===== src/rtl/int_ram_dual_bank.sv =====
// int_ram_dual_bank: intermediate-message store for the LDPC decoder.
// Two independent single-port banks (index 1 and 2) sharing clk and rst_n.
// Each bank has a registered read port with one cycle of latency.
// Out-of-range writes are dropped and out-of-range reads return zero.
// Memory contents are not cleared by reset.
// Optional feature macro: INT_RAM_WRITE_THROUGH_EN.
//   Defined:   a write cycle also loads the written data into data_out.
//   Undefined: data_out holds its previous value during writes.
module int_ram_dual_bank #(
  parameter int DATA_WIDTH = 8,
  parameter int ADDR_WIDTH = 8,
  parameter int RAM_DEPTH  = 1 << ADDR_WIDTH
) (
  input  logic                  clk,
  input  logic                  rst_n,
  input  logic [DATA_WIDTH-1:0] data_in  [2:1],
  input  logic [ADDR_WIDTH-1:0] address  [2:1],
  input  logic                  chip_sel [2:1],
  input  logic                  write_en [2:1],
  output logic [DATA_WIDTH-1:0] data_out [2:1]
);

  // One array per bank; the banks never interact.
  logic [DATA_WIDTH-1:0] mem [2:1][RAM_DEPTH];

  // Range check. A zero bit is prepended to the address so the compare
  // cannot overflow when RAM_DEPTH equals 2**ADDR_WIDTH.
  function automatic logic addr_in_range(input logic [ADDR_WIDTH-1:0] addr);
    return ({1'b0, addr} < RAM_DEPTH[ADDR_WIDTH:0]);
  endfunction

  // Per-bank access. Reset clears only the read registers and blocks writes;
  // the memory array keeps its contents.
  always_ff @(posedge clk or negedge rst_n) begin
    if (!rst_n) begin
      for (int b = 1; b <= 2; b++) begin
        data_out[b] <= '0;
      end
    end else begin
      for (int b = 1; b <= 2; b++) begin
        if (chip_sel[b]) begin
          if (write_en[b]) begin
            if (addr_in_range(address[b])) begin
              mem[b][address[b]] <= data_in[b];
            end
`ifdef INT_RAM_WRITE_THROUGH_EN
            data_out[b] <= data_in[b];
`endif
          end else begin
            if (addr_in_range(address[b])) begin
              data_out[b] <= mem[b][address[b]];
            end else begin
              data_out[b] <= '0;
            end
          end
        end
      end
    end
  end

endmodule


===== config.mk =====
export PLATFORM = sky130hd
export DESIGN_NAME = int_ram_dual_bank
export DESIGN_NICKNAME = d
export VERILOG_FILES = /design/src/rtl/int_ram_dual_bank.sv
export SDC_FILE = /design/constraint.sdc
export NUM_CORES = 2
export LEC_CHECK = 0
export ABC_AREA = 0
export CORE_ASPECT_RATIO = 1.75
export CORE_UTILIZATION = 56
export DETAILED_ROUTE_END_ITERATION = 8
export PLACE_DENSITY = 0.73
export SYNTH_ARGS = -nofsm -noshare
export SYNTH_HDL_FRONTEND = slang
export SYNTH_SLANG_ARGS = --single-unit

===== constraint.sdc =====
create_clock -name clk -period 3.2 [get_ports clk]
set_input_delay 0.64 -clock clk [delete_from_list [all_inputs] [get_ports clk]]
set_output_delay 0.64 -clock clk [all_outputs]
set_load 0.02 [all_outputs]

======== After elaboration in Yosys (flattened, before gate mapping) ========
Memory sizes are Yosys's and may differ from the RTL's.
Index checks and enable logic that the tools add are counted.
W data, S select, Z words.
word-level totals
  RAM bits ................................ 4096
  input bits .............................. 38
  word-level logic and storage cells ...... 33
  memories ................................ 1
  bits in registers ....................... 16
memory list
  memory  words  bits a word  read ports  clocked after memory_dff  wr ports  RTL line  RTL
  mem     2      2048         2           0                         2         24        logic [DATA_WIDTH-1:0] mem [2:1][RAM_DEPTH];
cells by class
  $lt $le $gt $ge ......................... 4
  multiplexer cells ....................... 16
  bitwise gates (word level) .............. 4
  reduce and logical (&&, ||, !) cells .... 6
operator list
  kind                  count
  $mux W2048            2
  $bmux W8 S8           2
  $demux W8 S8          2
  $mux W8               6
  $ge A9 B9 Y1 const B  2
  $lt A9 B1 Y1 const B  2
  $not A8 Y9            2
  $logic_and A1 B1 Y1   4
  $mux W1               4
  $reduce_and A2 Y1     2
  $not A1 Y1            2

======== Logic depth before layout (Yosys ltp) ========
  depth in word-level cells ............... 6
  depth in mapped cells ................... 13
  depth with buffers taken out ............ 7

======== Worst setup path after synthesis ========
OpenSTA, ideal clock, no wires.
  path type ............................... input port to flip-flop
  start ................................... input address[8] in the netlist's numbering
  end ..................................... memory mem[2][1024] in the netlist's numbering, enable pin
  path slack .............................. -0.112 ns
  stages on the path ...................... 10
  arrival ................................. 2.942 ns
  required time ........................... 2.829 ns
  cell sequence ........................... buf_2 > buf_2 > buf_4 > inv_2 > clkbuf_1 > buf_2 > nor3_1 > nand3_1 > clkbuf_1 > nor2_1
RTL lines
  element          RTL line  RTL
  start, declared  17        input logic [ADDR_WIDTH-1:0] address [2:1],
  end, declared    24

======== Worst setup path after layout ========
  start ................................... input address[12] in the netlist's numbering
  end ..................................... register data_out[10] in the netlist's numbering
between the ends
  word-level cells in the longest chain between the ends .. 4
RTL lines
  element                                      RTL line  RTL
  $not A8 Y9 (implied by the code)             51        data_out[b] <= mem[b][address[b]];
  $bmux W8 S8                                  51
  $mux W8 (implied by the code) (2 in series)  51
  end signal, assigned by index                51
  end, declared                                20        output logic [DATA_WIDTH-1:0] data_out [2:1]
No other way between the ends. The select of a mux whose other input is x is not followed.
A chain may end at the register's enable or synchronous reset.

==> results.toml <==
[status]
status = "complete, but fails checks"
violations = "setup timing"

[sta]
fin_crit_ns = 3.26
tns_ns = -0.0950
fmax_mhz = 307
setup_viol = 2
setup_ws_ns = -0.0590
skew_ns = 0.0704
tightest_slew_ns = 1.19
rsz0062_at_grt = "no"
fin_crit_sh_pct = 102
relSlewSlack_pct = 20.3
hold_violations = 0
holdWs_ns = 0.146
drv_slew = 0

[setup_path]
r2r_slack_ns = 0.14
worstSetupStartpoint = "address[12]"
path_max_fanout = 7
endpoint_kind = "flop"
crit_required_ns = 4.05
cp.arrival_ns = 4.11
rr_endpoint = "data_out[7]"
crit_path_start_kind = "input pin"
reg2reg_from = "mem[1][7]"
r2r_cells = 8
worstSetupEndpoint = "data_out[10]"
critPathKind = "input pin to flop"

[cts]
clock_path_buffers = 4
clock_latency_ns = 0.93
clockRootBuffer = "clkbuf_16"
numCtsBuffers = 355
hold_buffers = 0
htreeDepth = 5
cts_setup_buffers = 0
clock-sinks = 4112
cts_tree = "built"
cts-resized-gates = 2
path_clk_slew_ns = 0.07

[layout]
nets = 9085
synthToLayoutAreaGrowth_pct = 18.0
final_layout_size_suffix_gt1_share_pct = 33.6
multi_input_area_mm2 = 0.0338
fillers = 17633
seq_area_mm2 = 0.123
fin_util_pct = 66.5
fin_cells = 13091

[drt]
avgViaCountPerCell = 6.50
firstDrtPassIters = 8
antenna_left = 0
drc_errors = 0
avgRoutedWirePerCell_um = 34.8
vias = 85147
drt_iter0_markers = 10364
routed_wl_um = 455000

[global_routing]
grt_pass1_wl_um = 641000
grt_antenna_before_repair = 15
gr-total-overflow = 0
grt_usage_pct = 32.1
grt_max_degree = 113
first_global_vias = 88370

[synthesis]
seq_area_frac_synth_pct = 77.5
syn-num-nets = 7579
syn_inst = 7541
synthesis.area_mm2 = 0.159
ys_types = 68
yosysWarnings = 0
synth_most_common_cell = "edfxtp_1"
ys_ff_latch = 4112
synth-main-ff-cell = "edfxtp_1"
synth_largest_area_cell = "edfxtp_1"
netlist_top_cells_count = "edfxtp_1 (4096), mux4_2 (960), nor2_1 (582)"
synthTopCellsByArea = "edfxtp_1 (77%), mux4_2 (14%), mux2i_1 (1.6%)"
syn_area_per_cell_um2 = 21.1
synth.top_cell.area_share_pct = 77.2
synth-edff-count = 4096
ys_async_sr_fraction_pct = 0.389

[hold_path]
hp-start = "data_in[2]"
hp-class = "input pin to flop"

[floorplanning]
initial_utilization_pct = 56.4
fp-row-count = 258
io_pins = 54
fp.coreArea_mm2 = 0.282
dieArea_mm2 = 0.287
fp.dieH_um = 708
die_w_um = 405

[placement]
port_buffers = 53
dpl.hpwl_um = 308000
dp_cells = 12460
gp_congestion = 0.998

[power]
powerDensity_mw_per_mm2 = 578
irDropWorstVdd_mv = 0.549
p_total_uw = 109000
power_leakage_uw = 0.0615

[flow_run]
maxCapViolations = 0
per-stage QoR:
stage	cell area [um2]	setup WS, ns
after floorplan	159000	-0.112
final	188000	-0.0590
after global routing	188000	0.0163
after CTS	188000	0.0219
after global placement	177000	-1.14
after detailed placement	177000	-1.18
registers in the layout (all words and copies together), names as in the netlist:
signal	count
data_out	16
mem	4096
how the worst min path moves through the flow:
stage	to	depth (start not counted)
2_1_floorplan	data_out[0]	0
3_3_place_gp	data_out[7]	1
3_5_place_dp	data_out[7]	1
4_1_cts	mem[1][1826]	1
5_1_grt	mem[1][1826]	1
6_report	mem[1][1906]	1
cells in the final DEF, fill, tap and decap left out, types with 27 or more instances in the layout:
master,n
a22oi_1,78
mux4_2,960
o22a_1,28
edfxtp_1,4096
clkinv_1,61
mux2i_1,259
a211oi_1,44
clkbuf_16,369
mux2_2,32
nand2_1,236
buf_4,1360
nor2_1,555
clkinv_2,69
nor2b_1,47
a21oi_1,63
clkbuf_1,64
nand4_1,27
a32oi_1,40
buf_12,194
o21ai_0,54
bufinv_16,33
o22ai_1,105
nor3_1,56
o221ai_1,34
clkdlybuf4s50_1,28
nand3_1,78
kinds of logic after synthesis:
| family | count (synthesis) | synth area share, % |
|---|---|---|
| flip-flops | 4112 | 77.5 |
| AO/OA/AOI/OAI | 597 | 2.69 |
| multiplexers | 1251 | 15.4 |
| AND/OR/NAND/NOR | 1110 | 2.99 |
| buffers and inverters | 471 | 1.42 |
worst max-delay path, cell delays in order:
cell and delay, ns:
clkdlybuf4s50_1 0.59, buf_4 0.26, buf_4 0.16, nand3b_1 0.48
o22a_1 0.27, o221ai_1 0.35, nor3_4 0.59, o22a_1 0.25
nand4_1 0.25, a31oi_1 0.24
routing by layer:
layer	wire, um	track usage [%]	vias up
met5	92	0	-
met4	46400	27.1	14
met3	33600	5.07	1415
met2	235000	55.3	4810
met1	140000	34.4	44457
li1	-	-	34451
report_power, final:
part | internal [uW] | switching [uW] | total (uW)
combinational | 2560 | 4030 | 6590
clock | 23800 | 19000 | 42800
sequential | 59200 | 73.4 | 59300
cell type report:
| cell class | count | area share (%) |
|---|---|---|
| Sequential cell | 4112 | 65.6 |
| Multi-Input combinational cell | 2958 | 18.0 |
| Timing Repair Buffer | 1607 | 7.81 |
| Clock buffer | 435 | 5.05 |
| Tap cell | 3770 | 2.51 |
| Clock inverter | 189 | 0.954 |
| Inverter | 13 | 0.0280 |
| Antenna cell | 7 | 0.00932 |
(Power assumes the default switching activity.)
